--- src/rtl/arm_pkg.sv ---
// Shared types and constants for the ARM fetch/decode front end.
package arm_pkg;

    localparam int unsigned WORD_W = 32;

    localparam logic [WORD_W-1:0] INSTR_NOP = 32'h0;

    typedef struct packed {
        logic [WORD_W-1:0] pc;
        logic [WORD_W-1:0] instruction;
    } fetch_entry_t;

endpackage

--- src/rtl/if_fetch_queue.sv ---
// Prefetch FIFO between IF and the IF/ID register; a taken branch (flush)
// discards every buffered entry so wrong-path instructions never reach decode.
module if_fetch_queue #(
    parameter int unsigned DEPTH  = 4,
    parameter int unsigned WORD_W = arm_pkg::WORD_W
) (
    input  logic                       clk,
    input  logic                       rst,
    input  logic                       valid_in,
    input  logic [WORD_W-1:0]          pc_in,
    input  logic [WORD_W-1:0]          instruction_in,
    output logic                       ready_out,
    input  logic                       freeze,
    input  logic                       flush,
    output logic                       valid,
    output logic [WORD_W-1:0]          pc,
    output logic [WORD_W-1:0]          instruction,
    output logic [$clog2(DEPTH):0]     count
);
    import arm_pkg::*;

    localparam int unsigned PTR_W = $clog2(DEPTH);
    localparam int unsigned CNT_W = PTR_W + 1;

    typedef struct packed {
        logic [WORD_W-1:0] pc;
        logic [WORD_W-1:0] instruction;
    } entry_t;

    entry_t             mem [DEPTH];
    logic [PTR_W-1:0]   rd_ptr;
    logic [PTR_W-1:0]   wr_ptr;
    logic               push;
    logic               pop;

    // Handshake: a full queue still accepts when its head leaves this cycle.
    always_comb begin
        valid       = (count != '0);
        pc          = WORD_W'(INSTR_NOP);
        instruction = WORD_W'(INSTR_NOP);
        if (valid) begin
            pc          = mem[rd_ptr].pc;
            instruction = mem[rd_ptr].instruction;
        end
        pop       = valid & ~freeze & ~flush;
        ready_out = (count < CNT_W'(DEPTH)) | pop;
        push      = valid_in & ready_out & ~flush;
    end

    // Storage is not reset; occupancy alone decides what is visible.
    always_ff @(posedge clk) begin
        if (push) begin
            mem[wr_ptr] <= '{pc: pc_in, instruction: instruction_in};
        end
    end

    // Pointers and occupancy; flush wins over push and pop.
    always_ff @(posedge clk or posedge rst) begin
        if (rst) begin
            rd_ptr <= '0;
            wr_ptr <= '0;
            count  <= '0;
        end else if (flush) begin
            rd_ptr <= '0;
            wr_ptr <= '0;
            count  <= '0;
        end else begin
            if (push) begin
                wr_ptr <= wr_ptr + PTR_W'(1);
            end
            if (pop) begin
                rd_ptr <= rd_ptr + PTR_W'(1);
            end
            case ({push, pop})
                2'b10:   count <= count + CNT_W'(1);
                2'b01:   count <= count - CNT_W'(1);
                default: count <= count;
            endcase
        end
    end

endmodule

--- config.mk ---
export PLATFORM = sky130hd
export DESIGN_NAME = if_fetch_queue
export DESIGN_NICKNAME = d
export VERILOG_FILES = /design/src/rtl/arm_pkg.sv /design/src/rtl/if_fetch_queue.sv
export SDC_FILE = /design/constraint.sdc
export NUM_CORES = 1
export LEC_CHECK = 0
export ABC_AREA = 1
export CORE_UTILIZATION = 38
export DETAILED_ROUTE_END_ITERATION = 6
export GPL_TIMING_DRIVEN = 0
export SYNTH_ARGS = -nofsm -noshare
export SYNTH_HDL_FRONTEND = slang
export SYNTH_SLANG_ARGS = --single-unit
--- constraint.sdc ---
create_clock -name clk -period 5.4 [get_ports clk]
set_clock_uncertainty 0.15 [all_clocks]
set_input_delay 1.08 -clock clk [delete_from_list [all_inputs] [get_ports clk]]
set_output_delay 1.08 -clock clk [all_outputs]
set_load 0.02 [all_outputs]
* After elaboration in Yosys (flattened, before gate mapping)
Memory sizes are Yosys's and may differ from the RTL's. Index checks and enable logic that the tools add are counted.
Cells by class: order comparisons 1, add/sub/neg operators 4, equality and inequality tests 2, mux-type cells 10, bitwise operators 7, reductions and logical operators 4
Operators with widths (number):
- $mux 32 | 2
- $mux 2 | 4
- $pmux 3 s2 | 1
- $reduce_bool 3->1 | 2
- $add 2x1->2 const B | 2
- $and 1x1->1 | 4
- $reduce_bool 2->1 | 2
- $add 3x1->3 const B | 1
- $lt 3x3->1 const B | 1
- $mux 3 | 1
- $sub 3x1->3 const B | 1
- $eq 2x1->1 const B | 1
- $eq 2x2->1 const B | 1
- $mux 1 | 2
- $not 1->1 | 2
- $or 1x1->1 | 1
Storage, ports and cells: word-level logic and storage cells 32, flip-flop bits (word level) 7, memory bits (writable) 256, output and inout port bits 69, bits of input ports 69, memories kept 1
Memories:
- mem | depth 4, bits a word 64, rd ports 1, clocked after memory_dff 0, wr ports 1, RTL line if_fetch_queue.sv:30 | entry_t mem [DEPTH];

* Logic depth before layout (Yosys ltp)
depth after elaboration 9, depth in mapped cells 13, gate-level depth less buffers 13

* Least setup slack after synthesis
Ideal clock, no wire load.
path type input port to flip-flop, from input port flush, to memory mem[0][0] (netlist name), enable pin, setup time 0.487 ns, buffers on the path 0, slack 0.490 ns, stages on the path 3, data arrival time 4.274 ns, data required time 4.763 ns, path through o21ai_2 -> nand3_1 -> nor2_1
Between the ends: word-level cells in the longest chain between the ends 7
RTL lines:
- from (decl) | RTL line if_fetch_queue.sv:14 | input logic flush,
- $not 1->1 (*) | RTL line if_fetch_queue.sv:45, if_fetch_queue.sv:47
- $and 1x1->1 | RTL line if_fetch_queue.sv:45 | pop = valid & ~freeze & ~flush;
- $or 1x1->1 | RTL line if_fetch_queue.sv:46 | ready_out = (count < CNT_W'(DEPTH)) | pop;
- $and 1x1->1 | RTL line if_fetch_queue.sv:47 | push = valid_in & ready_out & ~flush;
- $and 1x1->1 (*) | RTL line if_fetch_queue.sv:47
- $mux 1 (*) | RTL line if_fetch_queue.sv:52 | if (push) begin
- $mux 1 (not written as such) (*) | RTL line if_fetch_queue.sv:53 | mem[wr_ptr] <= '{pc: pc_in, instruction: instruction_in};
- to (decl) | RTL line if_fetch_queue.sv:30
Every way passes the cells marked *; elsewhere a longest branch is shown, timed or not.

* Worst setup path in the final report
from register rd_ptr[0], to output port instruction[0]
Between the ends: word-level cells in the longest chain between the ends 2
RTL lines:
- from (decl) | RTL line if_fetch_queue.sv:31 | logic [PTR_W-1:0] rd_ptr;
- from (signal assigned) | RTL line if_fetch_queue.sv:72 | rd_ptr <= rd_ptr + PTR_W'(1);
- $mem_v2 4x64
- $mux 32 | RTL line if_fetch_queue.sv:41 | if (valid) begin
- to (decl) | RTL line if_fetch_queue.sv:17 | output logic [WORD_W-1:0] instruction,
Every way passes these cells.

==> summary.txt <==
Routing
  • Vias per inst: 4.88
  • Iter 0 DRT Violations: 405
  • DR DRC count: 0
  • Antenna-violating nets left: 0
  • Drt pass-1 iters: 5
  • Post-Route WL: 24,200 um
  • Via count: 6,640
  • Routed len/inst: 17.8 um

Worst setup path
  • Critical Path Sink Type: output port
  • Crit path from: rd_ptr[0]
  • WS Path Type: reg -> out
  • CP required: 4.17 ns
  • Worst r2r src: count[2]
  • Reg2Reg Depth: 5
  • Setup crit start kind: flip-flop
  • Reg-to-reg critical path endpoint: mem[3][39]
  • Crit-path max FO: 10
  • R2R Setup Slk: 2.83 ns
  • Crit path DAT: 2.69 ns

Floorplanning
  • Overall die width: 168 um
  • # IOs: 138
  • DIE AREA: 28,100 um^2
  • Die Ht: 168 um
  • Initial core utilization: 38.7%
  • # rows: 60
  • Core box area: 27,000 um^2

Timing
  • Final worst path period share: 72.5%
  • Slew @ Worst Pin: 0.741 ns
  • Unrepaired setup endpoints after global routing: false
  • Max-slew headroom: 50.5%
  • Max frequency: 0.255 GHz
  • Final hold vios: 0
  • Max Slew Vio Count: 0
  • Final min period: 3.92 ns
  • Setup tns final: 0 ns
  • Final Setup Violations: 0

Clock network
  • H-tree levels: 1
  • Setup bufs post-CTS: 0
  • Later-pin clock latency in the skew report: 0.54 ns
  • Clk root buf: clkbuf_16
  • Clock buffer count from CTS: 28
  • CTS tree: done
  • CTS clock-pin slew for the worst setup and hold paths: 0.06 ns
  • Max Root-Sink Buffers: 3
  • CTS Hold Bufs: 0
  • Sink Count: 263
  • PostCTS Resize Cnt: 0

Power
  • Pleak: 4.55 nW
  • Total Power: 0.00654 W
  • Peak supply drop: 265 uV
  • Power Density: 494 nW/um^2

Hold path
  • Hold WC Path Type: reg -> reg
  • Hold Crit Start: wr_ptr[0]
  • Worst hold endpoint: wr_ptr[0]
  • Worst hold path depth: 1

Logic synthesis
  • EDFF count, synth: 256
  • #FFs+latches synth: 263
  • Post-Synthesis Cells: 824
  • Syn avg cell area: 12.6 um^2
  • Top_reg_cell synth: edfxtp_1
  • Post-Syn Area: 10,400 um^2
  • Sequential fraction of the synthesis area: 75.5%
  • Unique masters post-synth: 22
  • Post-synth net total: 898
  • FFs w/ async S/R, synth: 2.66%
  • Synthesis Warnings: 0

Finish
  • Area grow syn2layout: 27.0%
  • Final Util: 49.1%
  • Layout cell share with drive strength beyond 1: 9.41%
  • Nets@finish: 1,073
  • Antenna cells: 0
  • Commonest non-fill, non-tap cell in the layout: nor2_1
  • Most frequent cells in the layout: nor2_1 (259), edfxtp_1 (256), clkdlybuf4s50_1 (137)

Global routing
  • M3 GR Usage: 2.91%
  • Largest net degree at the start of global routing: 28
  • Vias in the first global route: 6,568
  • Grt met2 use: 29.0%
  • First-pass GRT wire length: 37,000 um
  • Initial antenna violation count: 1
  • Grt peak-use layer: met2
  • Aggregate global routing overflow: 0
  • Gr usage total: 17.4%
  • GR Util met1: 23.5%

Job
  • Max_cap viols: 0

Status
  • Run status: complete, no violations

Place
  • GP Congestion: 0.750
  • Placed wire-length estimate: 14,900 um
  • Port buffer count: 137
## per-stage QoR
step / setup slack (ns) / instances / hold WS (ns) / instance area [um^2]
2_1_floorplan: 0.490 / 824 / 0.365 / 10400
4_1_cts: 1.48 / 1361 / 0.423 / 13200
3_5_place_dp: 1.46 / 1310 / 0.414 / 12400
3_3_place_gp: -2.32 / 1302 / 0.399 / 12200
6_report: 1.48 / 1361 / 0.418 / 13200
5_1_grt: 1.37 / 1361 / 0.446 / 13200
## layer usage
layer / vias to the layer above / wire, um
li1: 3266 / -
met1: 3153 / 10900
met5: - / 13
met4: 2 / 394
met2: 185 / 11600
met3: 34 / 1390
## worst max-delay path, stage by stage, from the launching register on
cell and delay (ns):
dfrtp_1 0.38, buf_6 0.13, inv_2 0.04, buf_2 0.23, clkbuf_2 0.30, o21ai_0 0.16
a21oi_1 0.25, clkdlybuf4s50_1 0.66
## flip-flops by register name, indices dropped and copies added (netlist names)
name    cells
mem       256
count       3
wr_ptr      2
rd_ptr      2
## synthesized netlist by cell type, types with 4 or more instances
cell      instances  area share [%]
nor2_1          263             9.5
edfxtp_1        256              74
o21ai_0          70             3.4
a21oi_1          66             3.2
o21ai_1          62             3.0
buf_2            18            0.86
inv_1            17            0.61
nand2_1          15            0.54
clkbuf_2         12            0.58
buf_6            10             1.1
dfrtp_1           7             1.7
nand3_1           7            0.34
buf_1             5            0.18
ha_1              4            0.48
## power by group
part           internal [W]  total (W)  switching [W]
logic              0.000942    0.00238        0.00144
registers           0.00239    0.00243      0.0000397
clock network      0.000976    0.00173       0.000757
total               0.00430    0.00654        0.00223
## cell families after synthesis
kind of cell / share of synthesized area [%]
AOI/OAI and AO/OA: 9.59
adders and majority gates: 0.672
buffers and inverters: 3.75
DFF: 75.5
and+or+nand+nor: 10.5
## final cells by class
| class | instances | area [um^2] |
|---|---|---|
| buffer | 50 | 319 |
| timing repair buffer | 145 | 1530 |
| multi-input combinational | 492 | 2200 |
| clock inverter | 15 | 70.1 |
| fill | 2378 | 13700 |
| clock buffer | 36 | 752 |
| inverter | 19 | 71.3 |
| sequential | 263 | 7860 |
| tap | 341 | 427 |
## how the worst max path moves through the flow
stage	to	depth (start not counted)
after floorplan	mem[0][0]	3
after global placement	mem[3][42]	5
after detailed placement	mem[3][56]	7
after CTS	instruction[0]	7
after global routing	instruction[9]	7
final	instruction[0]	7
Power figures use the tool's default switching activity.
